--- src/rtl/pre_alu_loader.sv ---
// pre_alu_loader: streams A, B and op select into pre_ALU and captures its result under a valid/ack handshake
module pre_alu_loader #(
  parameter int WIDTH = 4,
  parameter int CNT_W = 8
) (
  input  logic             clk,
  input  logic             rst,
  input  logic [WIDTH-1:0] data_in,
  input  logic             data_valid,
  output logic             data_ready,
  output logic [WIDTH-1:0] A,
  output logic [WIDTH-1:0] B,
  output logic             sel,
  input  logic [WIDTH-1:0] C,
  output logic [WIDTH-1:0] result,
  output logic             result_valid,
  input  logic             result_ack,
  output logic [CNT_W-1:0] op_count
);
  typedef enum logic [2:0] {S_A, S_B, S_SEL, S_EXEC, S_HOLD} state_t;
  state_t state_q, state_d;
  logic [WIDTH-1:0] a_q, a_d, b_q, b_d, result_q, result_d;
  logic sel_q, sel_d, result_valid_q, result_valid_d;
  logic [CNT_W-1:0] op_count_q, op_count_d;
  logic xfer, done;
  assign xfer = data_valid & data_ready;
  assign done = (state_q == S_HOLD) & result_ack;
  // state register
  always_ff @(posedge clk or posedge rst)
    if (rst) state_q <= S_A;
    else state_q <= state_d;
  // next-state: load three words, one settle cycle, then hold until acked
  always_comb begin
    state_d = state_q;
    case (state_q)
      S_A:     state_d = xfer ? S_B : S_A;
      S_B:     state_d = xfer ? S_SEL : S_B;
      S_SEL:   state_d = xfer ? S_EXEC : S_SEL;
      S_EXEC:  state_d = S_HOLD;
      S_HOLD:  state_d = result_ack ? S_A : S_HOLD;
      default: state_d = S_A;
    endcase
  end
  // ready is a pure state decode so it never depends on data_valid
  always_comb data_ready = (state_q == S_A) | (state_q == S_B) | (state_q == S_SEL);
  // each operand register changes only on its own capture edge
  always_comb begin
    a_d            = (state_q == S_A && xfer) ? data_in : a_q;
    b_d            = (state_q == S_B && xfer) ? data_in : b_q;
    sel_d          = (state_q == S_SEL && xfer) ? data_in[0] : sel_q;
    result_d       = (state_q == S_EXEC) ? C : result_q;
    result_valid_d = (state_q == S_EXEC) ? 1'b1 : (done ? 1'b0 : result_valid_q);
    op_count_d     = op_count_q + {{(CNT_W-1){1'b0}}, done};
  end
  // datapath registers
  always_ff @(posedge clk or posedge rst)
    if (rst) begin
      a_q            <= '0;
      b_q            <= '0;
      sel_q          <= 1'b0;
      result_q       <= '0;
      result_valid_q <= 1'b0;
      op_count_q     <= '0;
    end else begin
      a_q            <= a_d;
      b_q            <= b_d;
      sel_q          <= sel_d;
      result_q       <= result_d;
      result_valid_q <= result_valid_d;
      op_count_q     <= op_count_d;
    end
  assign A            = a_q;
  assign B            = b_q;
  assign sel          = sel_q;
  assign result       = result_q;
  assign result_valid = result_valid_q;
  assign op_count     = op_count_q;
endmodule

--- config.mk ---
export PLATFORM = sky130hd
export DESIGN_NAME = pre_alu_loader
export DESIGN_NICKNAME = d
export VERILOG_FILES = /design/src/rtl/pre_alu_loader.sv
export SDC_FILE = /design/constraint.sdc
export NUM_CORES = 1
export LEC_CHECK = 0
export CORE_ASPECT_RATIO = 0.9
export CORE_UTILIZATION = 39
export CTS_CLUSTER_DIAMETER = 150
export DETAILED_ROUTE_END_ITERATION = 16
export PLACE_DENSITY = 0.73
export SYNTH_ARGS = -nofsm -noshare
export SYNTH_HDL_FRONTEND = slang
export SYNTH_SLANG_ARGS = --single-unit
--- constraint.sdc ---
create_clock -name clk -period 1.7 [get_ports clk]
set_clock_uncertainty 0.2 [all_clocks]
set_input_delay 0.425 -clock clk [delete_from_list [all_inputs] [get_ports clk]]
set_output_delay 0.425 -clock clk [all_outputs]
set_load 0.005 [all_outputs]
---- Word level (Yosys, flattened, before mapping) ----
Cells that the tools add are included.
word-level totals
  register bits after elaboration ......... 25
  output and inout bits ................... 23
  word-level logic and storage cells ...... 28
operators by class
  add/subtract/negate cells ............... 1
  equal/unequal tests ..................... 4
  muxes and demuxes ....................... 7
  bitwise logic cells ..................... 4
  reduce and logical (&&, ||, !) cells .... 5
operators with widths
  cell                                           count
  case mux 3 bit (5 select lines)                1
  adder 8 x 1 -> 8 bit                           1
  == test 3 x 2 -> 1 bit, second input constant  2
  two-way mux 1 bit                              4
  == test 3 x 1 -> 1 bit, second input constant  1
  == test 3 bit, second input constant           1
  logical AND 1 bit                              3
  zero test 3 bit                                1
  two-way mux 3 bit                              1
  bitwise AND 1 bit                              2
  two-way mux 2 bit                              1
  OR 1 bit                                       2
  nonzero test 2 bit                             1

---- Logic depth before layout (Yosys ltp) ----
Gate-level depths: netlist of the first run.
  depth in word-level cells ............... 6
  mapped depth ............................ 8

---- Least setup slack after synthesis of the first run ----
Ideal clock, no wire load.
  path kind ............................... register -> register
  start point ............................. register state_q[0]
  end point ............................... register op_count_q[6] (netlist: op_count[6])
  arrival time ............................ 1.512 ns
  data required time ...................... 1.377 ns
  path slack .............................. -0.135 ns
  stages on the path, launching flop included .. 9
  buffers on the path ..................... 1
  period minus slack after synthesis ...... 1.835 ns
  cell sequence ........................... dfrtp_1 buf_2 nor2_1 and3_1 ha_1 ha_1 and3_1 nand3_1 xnor2_1
between the ends
  cells in the longest elaborated chain, start to end .. 3
RTL lines
  element                   line  text
  start: declaration        21    state_t state_q, state_d;
  start signal: assignment  31    else state_q <= state_d;
  == test 3 bit             27    assign done = (state_q == S_HOLD) & result_ack;
  bitwise AND 1 bit         27
  adder 8 x 1 -> 8 bit      53    op_count_d = op_count_q + {{(CNT_W-1){1'b0}}, done};
  named net op_count_d[6]   24    logic [CNT_W-1:0] op_count_q, op_count_d;
  end signal: assignment    70    op_count_q <= op_count_d;
  end: declaration          24
The timed path passes the listed nets, and every way through them passes these cells.
A chain may end at the register's enable or synchronous reset.

---- Final worst setup path of the first run ----
  start point ............................. register state_q[1]
  end point ............................... register op_count_q[6] (netlist: op_count[6])
Same word-level chain as after synthesis.

==> results of run 1 <==
[cell families (layout without fill, tap and decap cells)]
group,after synthesis,in the layout,share of synthesized area [%]
flops,25,25,61.96
xor+xnor,7,7,6.072
mux,13,13,14.50
buf+inv,3,67,1.239
compound gates,4,4,1.983
simple gates,18,18,11.77
fa+ha+maj,2,2,2.478
[cell type report]
cell class                 count  share of cell area, %
clock buffer                   3                  1.305
clock inverter                 1                 0.4351
inverter                       2                 0.4351
multi-input combinational     44                  28.06
sequential                    25                  36.40
tap                           28                  2.030
timing repair buffer          61                  31.33
[path summary, 6_finish.rpt]
kind	end	slack, ps	cells after the start
worst min-delay path	op_count[2]	240	3
worst max-delay path	op_count[6]	-90	8
worst min register to register	sel	310	1
min in group clk	sel	310	1
worst max register to register	op_count[6]	-90	8
max in group asynchronous	state_q[1]	810	3
[power by group]
group          internal, W  switching (W)  leakage (nW)
clock network    0.0000900       0.000176        0.0139
registers         0.000827       0.000127         0.308
logic             0.000817       0.000467         0.524
[synthesized netlist by cell type]
library cell  number
a21oi_1            2
and2_1             1
and3_1             2
buf_2              1
dfrtp_1           25
ha_1               2
inv_1              2
mux2_1             1
mux2_2            12
nand2_1            3
nand2b_1           1
nand3_1            3
nand3b_1           2
nor2_1             2
nor2_2             1
nor3_1             1
nor4b_4            1
nor4bb_1           1
o21ai_0            2
xnor2_1            2
xor2_1             5
[routing by layer]
| metal | GRT usage, % | wire length, um |
|---|---|---|
| met4 | 7.083 | 22 |
| met2 | 34.34 | 1255 |
| met3 | 5.670 | 104 |
| met5 | 0 | 0 |
| met1 | 22.43 | 955 |
[metrics by stage]
stage,setup WS (ps),area (um^2),setup TNS (ps),util [%],total power (W)
after floorplan,-7.057,1065,-7.057,-,0.001423
after global placement,-363.3,1496,-4175,61.18,0.001998
after CTS,-134.0,1650,-624.6,67.47,0.002402
after detailed placement,-390.3,1496,-4496,61.18,0.002045
final,-94.87,1725,-491.3,70.54,0.002506
after global routing,-149.9,1725,-1091,70.54,0.002676
[critical path, delay by kind of cell, from the launching register on]
| family | cells | cell delay (ps) |
|---|---|---|
| buffers and inverters | 1 | 130 |
| DFF | 1 | 430 |
| adders and majority gates | 2 | 270 |
| and+or+nand+nor | 4 | 550 |
| xor gates and xnor gates | 1 | 120 |
[what timing repair did]
action | CTS | global route
hold endpoints to repair | 0 | 0
pin swaps | 11 | 12
resized for setup | 41 | 9
endpoints found under the setup margin | 31 | 19
buffers inserted | 13 | 5
[registers in the layout, summed over array words and instances (netlist names)]
| signal | count |
|---|---|
| B | 4 |
| state_q | 3 |
| A | 4 |
| result | 4 |
| sel | 1 |
| op_count | 8 |
| result_valid | 1 |
[placed cells by master (no fill, tap or decap), types with 3 or more instances in the layout]
master           synthesis  routed
dfrtp_1                 25      23
buf_4                    0      19
dlygate4sd2_1            0      22
mux2_4                   0       8
buf_6                    0       8
clkdlybuf4s50_1          0      11
xor2_1                   5       5
mux2_2                  12       4
clkbuf_4                 0       3
nand2_1                  3       3
==> impl_metrics.py, run 1 <==
metrics = {
    "run_status": {
        "status": "complete, but fails checks",
        "violations": "setup timing",
    },
    "die": {
        "num_io_pins": 35,
        "die_area_um2": 2797,
        "die_h_um": 50.27,
        "fp-row-count": 17,
        "start_util_pct": 41.28,
        "die_w_um": 55.64,
        "coreArea_um2": 2446,
    },
    "worst_setup_path": {
        "cp.arrival_ps": 1820,
        "cp_data_required_time_ps": 1720,
        "cp_slowest_cell": "dfrtp_2",
        "reg2reg_from": "state_q[1]",
        "worstPathCellList": "buf_6 > nor2_4 > and3_4 > ha_4 > ha_4 > and3_4 > nand3_2 > xnor2_1",
        "critical_path_class": "flop to flop",
        "start_kind": "flop",
        "worstSetupStartpoint": "state_q[1]",
        "end_kind": "flop",
        "cp_slowest_stage_delay_ps": 430,
        "cp_max_fo": 3,
    },
    "yosys": {
        "seq_area_frac_synth_pct": 61.96,
        "yosysTopAreaCellShare_pct": 61.96,
        "synthTopCellsByArea": "dfrtp_1, mux2_2, xor2_1",
        "ys_ff_latch": 25,
        "synth_area_leader_cell": "dfrtp_1",
        "yosys_warnings": 0,
        "synth.cell_area_um2": 1010,
        "syn-num-nets": 86,
        "syn-instance-count": 72,
        "avgSynthCellArea_um2": 14.02,
        "yosysUniqueCellTypes": 21,
    },
    "cells_and_area": {
        "drive_gt1_share_pct": 43.38,
        "nets": 151,
        "diodes": 0,
        "areaGrowthSynthToFinish_pct": 70.88,
        "regArea_um2": 628.1,
        "final_cells": 164,
        "fillers": 175,
        "multi_input_area_um2": 484.2,
    },
    "routing": {
        "dr.pass1.iters": 4,
        "num_vias": 805,
        "ant_nets": 0,
        "drc": 0,
        "wl_mm": 2.337,
        "vias_per_cell": 4.909,
        "wire_per_inst_um": 14.25,
        "drtIter0Drc": 12,
    },
    "min_path": {
        "hp-class": "input pin to async pin",
    },
    "clock_tree": {
        "numCtsBuffers": 3,
        "cts_tree": "done",
        "cts_hold_buf": 0,
        "cts_root_buf": "clkbuf_4",
        "path_clk_slew_ps": 130,
        "insertion_delay_ps": 320,
        "clock-sinks": 25,
        "clk_path_buf_depth": 2,
        "htree_num_levels": 1,
    },
    "timing": {
        "setup_slack_ps": -94.87,
        "worstMarginPinSlew_ps": 306.5,
        "rsz0062_at_grt": "yes",
        "fin_crit_ps": 1795,
        "final_max_slew_viol_count": 0,
        "setup_viol": 12,
        "hold_slack_ps": 238.3,
        "hold_viol": 0,
        "fmax_mhz": 557.1,
        "min_period_over_period_pct": 105.6,
        "relSlewSlack_pct": 79.57,
    },
    "power": {
        "cellPowerDensity_nw_per_um2": 1452,
        "leakage_nw": 0.8458,
        "ir_worst_vdd_uv": 1031,
    },
    "global_route": {
        "grt_max_degree": 26,
        "grt_pass1_vias": 866,
        "grt.overflow.total": 0,
        "antenna_found_initial": 0,
        "grt_pass1_wl_mm": 4.098,
        "gr-usage-all-layers_pct": 19.40,
    },
    "placed_design": {
        "place.gp.congestion": 0.7642,
        "hpwlAfterDp_mm": 1.548,
        "io_buffers": 34,
        "place_inst": 142,
    },
    "flow_run": {
        "maxCapViolCount": 0,
    },
}
No activity file was read; power rests on OpenSTA's default activity.
==> run 2, diff against run 1 <==
==> constraint.sdc (replaced) <==
create_clock -name clk -period 1.7 [get_ports clk]
set_clock_uncertainty 0.2 [all_clocks]
set_input_delay 0.425 -clock clk [delete_from_list [all_inputs] [get_ports clk]]
set_output_delay 0.425 -clock clk [all_outputs]
set_load 0.1 [all_outputs]
==> run 2 against run 1 <==
Against the previous run: the run still ends with setup timing left; fmax down 6.9%; register-to-register slack worse by 130 ps; critical endpoint unchanged; worst setup slack worse by 130 ps; critical path type unchanged; via count down 0.75%; final area up 12%.
==> impl_metrics.py, run 2 (synthesis gave the netlist of run 1 again) <==
metrics = {
    "clock_tree": {
        "htree_num_levels": 1,
        "numCtsBuffers": 3,
        "cts_hold_buf": 0,
        "insertion_delay_ps": 320,
        "cts_tree": "done",
        "clock-sinks": 25,
        "cts_root_buf": "clkbuf_4",
        "path_clk_slew_ps": 140,
        "clk_path_buf_depth": 2,
    },
    "cells_and_area": {
        "drive_gt1_share_pct": 60.63,
        "multi_input_area_um2": 491.7,
        "regArea_um2": 638.1,
        "areaGrowthSynthToFinish_pct": 91.33,
        "nets": 142,
        "fillers": 147,
        "final_cell_mix": "buf_12, dfrtp_1, clkdlybuf4s50_1, buf_4, mux2_4",
        "final_common_cell": "buf_12",
        "diodes": 0,
        "largest_reg_flops": 8,
        "final_util_pct": 78.98,
    },
    "timing": {
        "setup_viol": 14,
        "final_max_slew_viol_count": 0,
        "setup_slack_ps": -228.3,
        "fin_crit_ps": 1928,
        "min_period_over_period_pct": 113.4,
        "fmax_mhz": 518.6,
        "relSlewSlack_pct": 79.10,
        "hold_slack_ps": 238.9,
        "setup_tns_ps": -1692,
        "hold_viol": 0,
        "worstMarginPinSlew_ps": 312.5,
        "rsz0062_at_grt": "yes",
    },
    "global_route": {
        "grt_util_met1_pct": 22.63,
        "grt.overflow.total": 0,
        "gr-usage-all-layers_pct": 18.36,
        "grt_pass1_vias": 845,
        "grt_pass1_wl_mm": 3.974,
        "antenna_found_initial": 0,
        "grt_max_degree": 26,
        "grtUsageMet2_pct": 31.93,
        "grt_use_met3_pct": 5.928,
        "grt.busiest_layer": "met2",
    },
    "min_path": {
        "hp-class": "input pin to async pin",
    },
    "placed_design": {
        "io_buffers": 34,
        "place.gp.congestion": 0.7544,
        "hpwlAfterDp_mm": 1.623,
    },
    "die": {
        "num_io_pins": 35,
        "die_area_um2": 2797,
        "fp-row-count": 17,
        "start_util_pct": 41.28,
        "die_w_um": 55.64,
        "die_h_um": 50.27,
        "coreArea_um2": 2446,
    },
    "run_status": {
        "status": "complete, but fails checks",
        "violations": "setup timing",
    },
    "flow_run": {
        "maxCapViolCount": 0,
    },
    "worst_setup_path": {
        "cp_data_required_time_ps": 1730,
        "cp.arrival_ps": 1950,
        "cp_max_fo": 3,
        "critical_path_class": "flop to flop",
        "end_kind": "flop",
        "start_kind": "flop",
    },
    "routing": {
        "drc": 0,
        "vias_per_cell": 5.155,
        "drtIter0Drc": 13,
        "dr.pass1.iters": 4,
        "num_vias": 799,
        "ant_nets": 0,
        "wl_mm": 2.680,
        "wire_per_inst_um": 17.29,
    },
}
## run 2: worst max-delay path, stage by stage, from the launching register on
cell     delay [ps]
dfrtp_2         450
buf_6           130
nor2_4          120
and3_4          210
ha_4            150
ha_4            140
and3_4          210
nand3_4          80
xnor2_2         130
## run 2: layer usage
| metal | routed length, um | vias up |
|---|---|---|
| li1 | - | 355 |
| met1 | 1074 | 411 |
| met2 | 1430 | 27 |
| met3 | 121 | 6 |
| met4 | 54 | 0 |
| met5 | 0 | - |
## run 2: path summary, 6_finish.rpt
check                             from           to  slack [ps]  cells past startpoint
min in group clk           op_count[3]  op_count[3]         360                      1
max in group asynchronous          rst  op_count[0]         780                      3
max reg2reg                 state_q[1]  op_count[6]        -230                      8
min                                rst  op_count[7]         240                      3
min reg2reg                op_count[3]  op_count[3]         360                      1
max                         state_q[1]  op_count[6]        -230                      8
## run 2: repair_timing
action / 4_1_cts / 5_1_grt
setup buffers: 8 / 4
pin swaps: 9 / 5
setup endpoints to repair: 8 / 15
resized for setup: 15 / 7
## run 2: stage by stage
step | area (um^2) | setup slack (ps) | cells
floorplan | 1085 | -101.2 | 72
global route | 1932 | -284.9 | 155
finish | 1932 | -228.3 | 155
global placement | 1724 | -369.8 | 139
detailed placement | 1724 | -435.3 | 139
CTS | 1868 | -150.7 | 151
## run 2: area by class of cell
class                           count  area share, %
Timing Repair Buffer               52          37.89
Sequential cell                    25          33.03
Multi-Input combinational cell     44          25.45
Tap cell                           28          1.813
Clock buffer                        3          1.166
Inverter                            2         0.3886
Clock inverter                      1         0.2591
Power of run 2 is left out: the tool's default activity adds up to more than one toggle a clock period on the data nets, which glitch-free logic cannot reach.
